### src/rtl/fetch_sequencer.sv
// rtl/fetch_sequencer.sv - MIPS PC sequencing and instruction-memory fetch handshake
// Picks the next PC, issues one IMEM request at a time and hands tagged instructions to decode.
module fetch_sequencer #(
    parameter logic [31:0] RESET_VEC = 32'h0000_0000,
    parameter logic [31:0] EXC_VEC   = 32'h8000_0180,
    parameter int          MAX_WAIT  = 8
) (
    input  logic        CLK,
    input  logic        RESET,
    input  logic        stall,
    input  logic        br_taken,
    input  logic [15:0] br_offset,
    input  logic        jmp_valid,
    input  logic [25:0] jmp_target,
    input  logic [31:0] rd_pc,
    input  logic        exc,
    output logic        imem_req,
    output logic [31:0] imem_addr,
    input  logic        imem_ack,
    input  logic [31:0] imem_rdata,
    output logic        instr_valid,
    output logic [31:0] instr,
    output logic [31:0] instr_pc,
    output logic [31:0] pc,
    output logic        fetch_err
);

    localparam int CW = (MAX_WAIT < 2) ? 1 : $clog2(MAX_WAIT);

    typedef enum logic [1:0] {
        S_IDLE  = 2'd0,
        S_FETCH = 2'd1,
        S_HOLD  = 2'd2
    } state_t;

    state_t      state_q, state_d;
    logic [31:0] pc_q, pc_d;
    logic [31:0] instr_q, instr_d;
    logic [31:0] instr_pc_q, instr_pc_d;
    logic        instr_valid_q, instr_valid_d;
    logic        fetch_err_q, fetch_err_d;
    logic [CW-1:0] wait_q, wait_d;
    logic        pend_valid_q, pend_valid_d;
    logic [1:0]  pend_rank_q, pend_rank_d;
    logic [31:0] pend_pc_q, pend_pc_d;

    logic        redir_now;
    logic [1:0]  redir_rank;
    logic [31:0] redir_tgt;
    logic [31:0] rd_pc_inc;
    logic [31:0] br_tgt;
    logic [31:0] jmp_tgt;
    logic        redir_wins;
    logic        timeout;

    assign rd_pc_inc = rd_pc + 32'd4;
    assign br_tgt    = rd_pc_inc + {{14{br_offset[15]}}, br_offset, 2'b00};
    assign jmp_tgt   = {rd_pc_inc[31:28], jmp_target, 2'b00};
    assign redir_now = exc | jmp_valid | br_taken;

    // Rank encodes redirect priority so a queued target is only displaced by an equal or stronger one.
    always_comb begin
        redir_rank = 2'd0;
        redir_tgt  = pc_q + 32'd4;
        if (exc) begin
            redir_rank = 2'd3;
            redir_tgt  = EXC_VEC;
        end else if (jmp_valid) begin
            redir_rank = 2'd2;
            redir_tgt  = jmp_tgt;
        end else if (br_taken) begin
            redir_rank = 2'd1;
            redir_tgt  = br_tgt;
        end
    end

    assign redir_wins = redir_now && (!pend_valid_q || (redir_rank >= pend_rank_q));
    assign timeout    = (wait_q == CW'(MAX_WAIT - 1));

    always_comb begin
        state_d       = state_q;
        pc_d          = pc_q;
        instr_d       = instr_q;
        instr_pc_d    = instr_pc_q;
        instr_valid_d = 1'b0;
        fetch_err_d   = 1'b0;
        wait_d        = wait_q;
        pend_valid_d  = pend_valid_q;
        pend_rank_d   = pend_rank_q;
        pend_pc_d     = pend_pc_q;

        case (state_q)
            S_IDLE, S_HOLD: begin
                wait_d = '0;
                if (redir_now) begin
                    pc_d = redir_tgt;
                end
                state_d = stall ? S_HOLD : S_FETCH;
            end
            S_FETCH: begin
                if (imem_ack) begin
                    // Data returned alongside or after a redirect belongs to the wrong path.
                    if (!redir_now && !pend_valid_q) begin
                        instr_d       = imem_rdata;
                        instr_pc_d    = pc_q;
                        instr_valid_d = 1'b1;
                    end
                    if (redir_wins) begin
                        pc_d = redir_tgt;
                    end else if (pend_valid_q) begin
                        pc_d = pend_pc_q;
                    end else begin
                        pc_d = pc_q + 32'd4;
                    end
                    pend_valid_d = 1'b0;
                    pend_rank_d  = 2'd0;
                    wait_d       = '0;
                    state_d      = stall ? S_HOLD : S_FETCH;
                end else if (timeout) begin
                    pc_d         = EXC_VEC;
                    fetch_err_d  = 1'b1;
                    pend_valid_d = 1'b0;
                    pend_rank_d  = 2'd0;
                    wait_d       = '0;
                    state_d      = S_IDLE;
                end else begin
                    wait_d = wait_q + CW'(1);
                    if (redir_wins) begin
                        pend_valid_d = 1'b1;
                        pend_rank_d  = redir_rank;
                        pend_pc_d    = redir_tgt;
                    end
                end
            end
            default: begin
                state_d = S_IDLE;
            end
        endcase
    end

    always_ff @(posedge CLK or posedge RESET) begin
        if (RESET) begin
            state_q       <= S_IDLE;
            pc_q          <= RESET_VEC;
            instr_q       <= 32'd0;
            instr_pc_q    <= 32'd0;
            instr_valid_q <= 1'b0;
            fetch_err_q   <= 1'b0;
            wait_q        <= '0;
            pend_valid_q  <= 1'b0;
            pend_rank_q   <= 2'd0;
            pend_pc_q     <= 32'd0;
        end else begin
            state_q       <= state_d;
            pc_q          <= pc_d;
            instr_q       <= instr_d;
            instr_pc_q    <= instr_pc_d;
            instr_valid_q <= instr_valid_d;
            fetch_err_q   <= fetch_err_d;
            wait_q        <= wait_d;
            pend_valid_q  <= pend_valid_d;
            pend_rank_q   <= pend_rank_d;
            pend_pc_q     <= pend_pc_d;
        end
    end

    assign imem_req    = (state_q == S_FETCH);
    assign imem_addr   = pc_q;
    assign pc          = pc_q;
    assign instr       = instr_q;
    assign instr_pc    = instr_pc_q;
    assign instr_valid = instr_valid_q;
    assign fetch_err   = fetch_err_q;

endmodule

### config.mk
export PLATFORM = sky130hd
export DESIGN_NAME = fetch_sequencer
export DESIGN_NICKNAME = d
export VERILOG_FILES = /design/src/rtl/fetch_sequencer.sv
export SDC_FILE = /design/constraint.sdc
export NUM_CORES = 1
export LEC_CHECK = 0
export ABC_AREA = 1
export CORE_AREA = 3 3 153 155
export CTS_CLUSTER_SIZE = 14
export DETAILED_ROUTE_END_ITERATION = 12
export DIE_AREA = 0 0 156 158
export GPL_ROUTABILITY_DRIVEN = 0
export GPL_TIMING_DRIVEN = 0
export PLACE_DENSITY = 0.76
export SKIP_LAST_GASP = 1
export SLEW_MARGIN = 0
export SYNTH_ARGS = -nofsm -noshare
export SYNTH_HDL_FRONTEND = slang
export SYNTH_SLANG_ARGS = --single-unit
### constraint.sdc
create_clock -name CLK -period 14.3 [get_ports CLK]
set_clock_uncertainty 0.15 [all_clocks]
set_input_delay 2.86 -clock CLK [delete_from_list [all_inputs] [get_ports CLK]]
set_output_delay 2.86 -clock CLK [all_outputs]
set_load 0.05 [all_outputs]
==> results.toml <==
[outcome]
status = "finished, final reports clean"

[logic_synthesis]
syn_inst = 1599
synth-seq-cells = 138
avgSynthCellArea_um2 = 6.60
yosys.area.top_type = "dfrtp_1"
synthesis.area_um2 = 10600
synth.most_common_cell = "nand2_1"
yosys.area.top_type_share_pct = 32.7
ys_async_sr_fraction_pct = 100
syn_nets = 1753
synth_cell_types = 52
synth_common_cells = "nand2_1 (538), inv_1 (166), nor2_1 (164), dfrtp_1 (138), nand3_1 (99)"
dominantRegCellSynth = "dfrtp_1"
synth_area_leaders = "dfrtp_1 (33%), nand2_1 (19%), inv_1 (5.9%), nor2_1 (5.8%), ha_1 (4.7%)"
synth_edf_count = 0
yosysWarnings = 0
yosysSeqAreaShare_pct = 32.7

[worst_hold_path]
hp-class = "register to register"

[placement]
portBuffers = 241
place_area_um2 = 13400
dp_hpwl_um = 28300
dp_slack_ps = 7430

[drt]
drc = 0
vias = 11742
firstDrtPassIters = 10
vias_per_cell = 5.46
ant_nets = 0
wire_per_inst_um = 16.9
drt_iter0_drc = 1181
drt-total-wl_um = 36400

[cts]
clk_latency_ps = 430
cts_tree = "built"
clk_path_buf_depth = 2
clockRootBuffer = "clkbuf_16"
ctsHtreeMaxLevel = 4
postCtsSetupBuffers = 0
cts_made_buffers = 17
cts-hold-fix-buffers = 0
clkSinkCount = 138
cts_resized = 0
clkTransAtPathRegs_ps = 50

[global_routing]
antenna_found_initial = 0
grt_max_degree = 92
track_usage_pct = 29.3
overflow = 0
grt_pass1_wl_um = 57100
grt_pass1_vias = 11100

[layout]
antenna_cells = 0
final_nets = 2014
layout-drive-gt1-share_pct = 6.89
area_growth_syn_to_layout_pct = 32.9
fillers = 1927
design_area_um2 = 14000

[critical_path]
critical-path-max-stage-delay_ps = 610
cp_data_required_time_ps = 14460
critPathSlowestCell = "nor4_1"
path_cells = "clkdlybuf4s50_1, ha_1, inv_1, nor2_1, nand2_1, nor4_1, xor2_1, ha_1, nand2_1, inv_1, nand2_1, nand2_1, a21oi_1, nor2_1, nor2_1, o21ai_0, nand2_1, nand2_1, o21ai_0, nand2_1, nand2_1, nand2_1"
cp_common_cell = "nand2_1"
arrival_ps = 6640
cp_max_fo = 6
critPathLaunchType = "input port"
cp-end-kind = "register"
cp_num_buf_inv = 3
worstSetupPathType = "input port to register"
critPathTopFamily = "simple AND/OR/NAND/NOR gates"

[floorplan]
dieHeight_um = 158
num_io_pins = 244
die_w_um = 156
core_area_um2 = 22000
rows = 54
dieArea_um2 = 24600
initial_utilization_pct = 48.1

[timing]
slew_headroom_pct = 49.3
setup_slack_ps = 7820
tightest_slew_ps = 760
timing.fmax_mhz = 154
period_share_pct = 45.3
rsz0062_at_grt = "no"
finalSetupViolCount = 0
final-max-slew-violation-count = 0
hold_viol_final = 0
whs_ps = 318
post-route-min-period_ps = 6480
setup_tns_ps = 0

[power]
power.density_nw_per_um2 = 206
power_mw = 2.88
vdd_drop_max_uv = 94.6
leakagePower_nw = 6.91

[run]
drv_cap = 0
-- worst register-to-register path: stages, from the launching register on --
cell and delay (ps):
dfrtp_1 540, ha_1 290, nand3_2 160, nor2_4 170, nand2_4 90, nor2_1 120, xor2_1 420, a21oi_1 180
nand2_1 130, nand2_1 60, nand3_1 70, nand3_1 190, nand2_1 160, inv_1 40
-- cell families (layout without fill, tap and decap cells) --
kind of cell / after synthesis / after routing / synth area share [%]
flops: 138 / 138 / 32.7
compound gates: 231 / 231 / 12.1
buf+inv: 259 / 532 / 11.0
xor+xnor: 45 / 45 / 3.73
simple gates: 885 / 885 / 35.6
fa+ha+maj: 41 / 41 / 4.93
-- flip-flops by register name, summed over array words and instances, names as in the netlist --
signal / cells
imem_addr: 32
instr: 32
instr_pc: 32
pend_pc_q: 32
wait_q: 3
pend_rank_q: 2
state_q: 2
fetch_err: 1
instr_valid: 1
pend_valid_q: 1
-- path summary, 6_finish.rpt --
| kind | from | to | slack, ps | cells past startpoint |
|---|---|---|---|---|
| worst max-delay path | rd_pc[2] | imem_addr[27] | 7820 | 22 |
| worst min-delay path | instr[17] | instr[17] | 320 | 2 |
| worst max register to register | imem_addr[3] | imem_addr[12] | 11410 | 13 |
| worst min register to register | instr[17] | instr[17] | 320 | 2 |
| max in group asynchronous | RESET | instr[13] | 10470 | 3 |
| min in group asynchronous | RESET | instr[24] | 2690 | 2 |
-- placed cells by master, fill, tap and decap left out, types with 4 or more instances in the layout --
cell	instances
nand2_1	538
clkdlybuf4s50_1	241
inv_1	165
nor2_1	164
dfrtp_1	138
nand3_1	99
a21oi_1	76
o21ai_0	72
ha_1	40
buf_4	35
xor2_1	34
o21ai_1	34
clkbuf_1	26
nor3_1	20
nand4_1	18
clkbuf_16	17
buf_2	11
xnor2_1	11
inv_2	10
nor2_4	7
o211ai_1	7
a22oi_1	7
nor2_2	6
o22ai_1	6
nand3b_1	6
o21bai_1	6
bufinv_16	6
buf_6	5
or2_2	5
a31oi_1	5
a211oi_1	4
o221ai_1	4
a21o_1	4
inv_6	4
-- cell type report --
| type | instances | area (um2) | share of cell area [%] |
|---|---|---|---|
| flip-flops and latches | 138 | 3450 | 24.6 |
| multi-input cells | 1202 | 5950 | 42.4 |
| repair buffers | 242 | 2440 | 17.4 |
| clock buffers | 18 | 439 | 3.13 |
| plain buffers | 80 | 483 | 3.44 |
| inverters | 179 | 679 | 4.84 |
| well taps | 280 | 350 | 2.50 |
| clock inverters | 13 | 240 | 1.71 |
-- report_power, final --
group | internal [mW] | switching (mW) | leakage, nW
clock network | 0.333 | 0.177 | 0.328
logic | 0.540 | 1.12 | 4.79
registers | 0.558 | 0.153 | 1.79
total | 1.43 | 1.45 | 6.91
-- layer usage --
layer  part of all wire (%)  vias to the layer above  GRT usage [%]  wire [um]
met4                    5.2                        0           14.8       1910
li1                       -                     5617              -          -
met5                      0                        -              0          0
met3                     10                      144           5.17       3640
met2                     46                      709           48.9      16700
met1                     39                     5272           36.5      14200
-- stage by stage --
stage / util, % / std cells
floorplan: - / 1599
global placement: 60.7 / 2120
detailed placement: 60.8 / 2121
CTS: 63.9 / 2152
global route: 63.9 / 2152
finish: 63.9 / 2152
No activity file was read; power rests on OpenSTA's default activity.
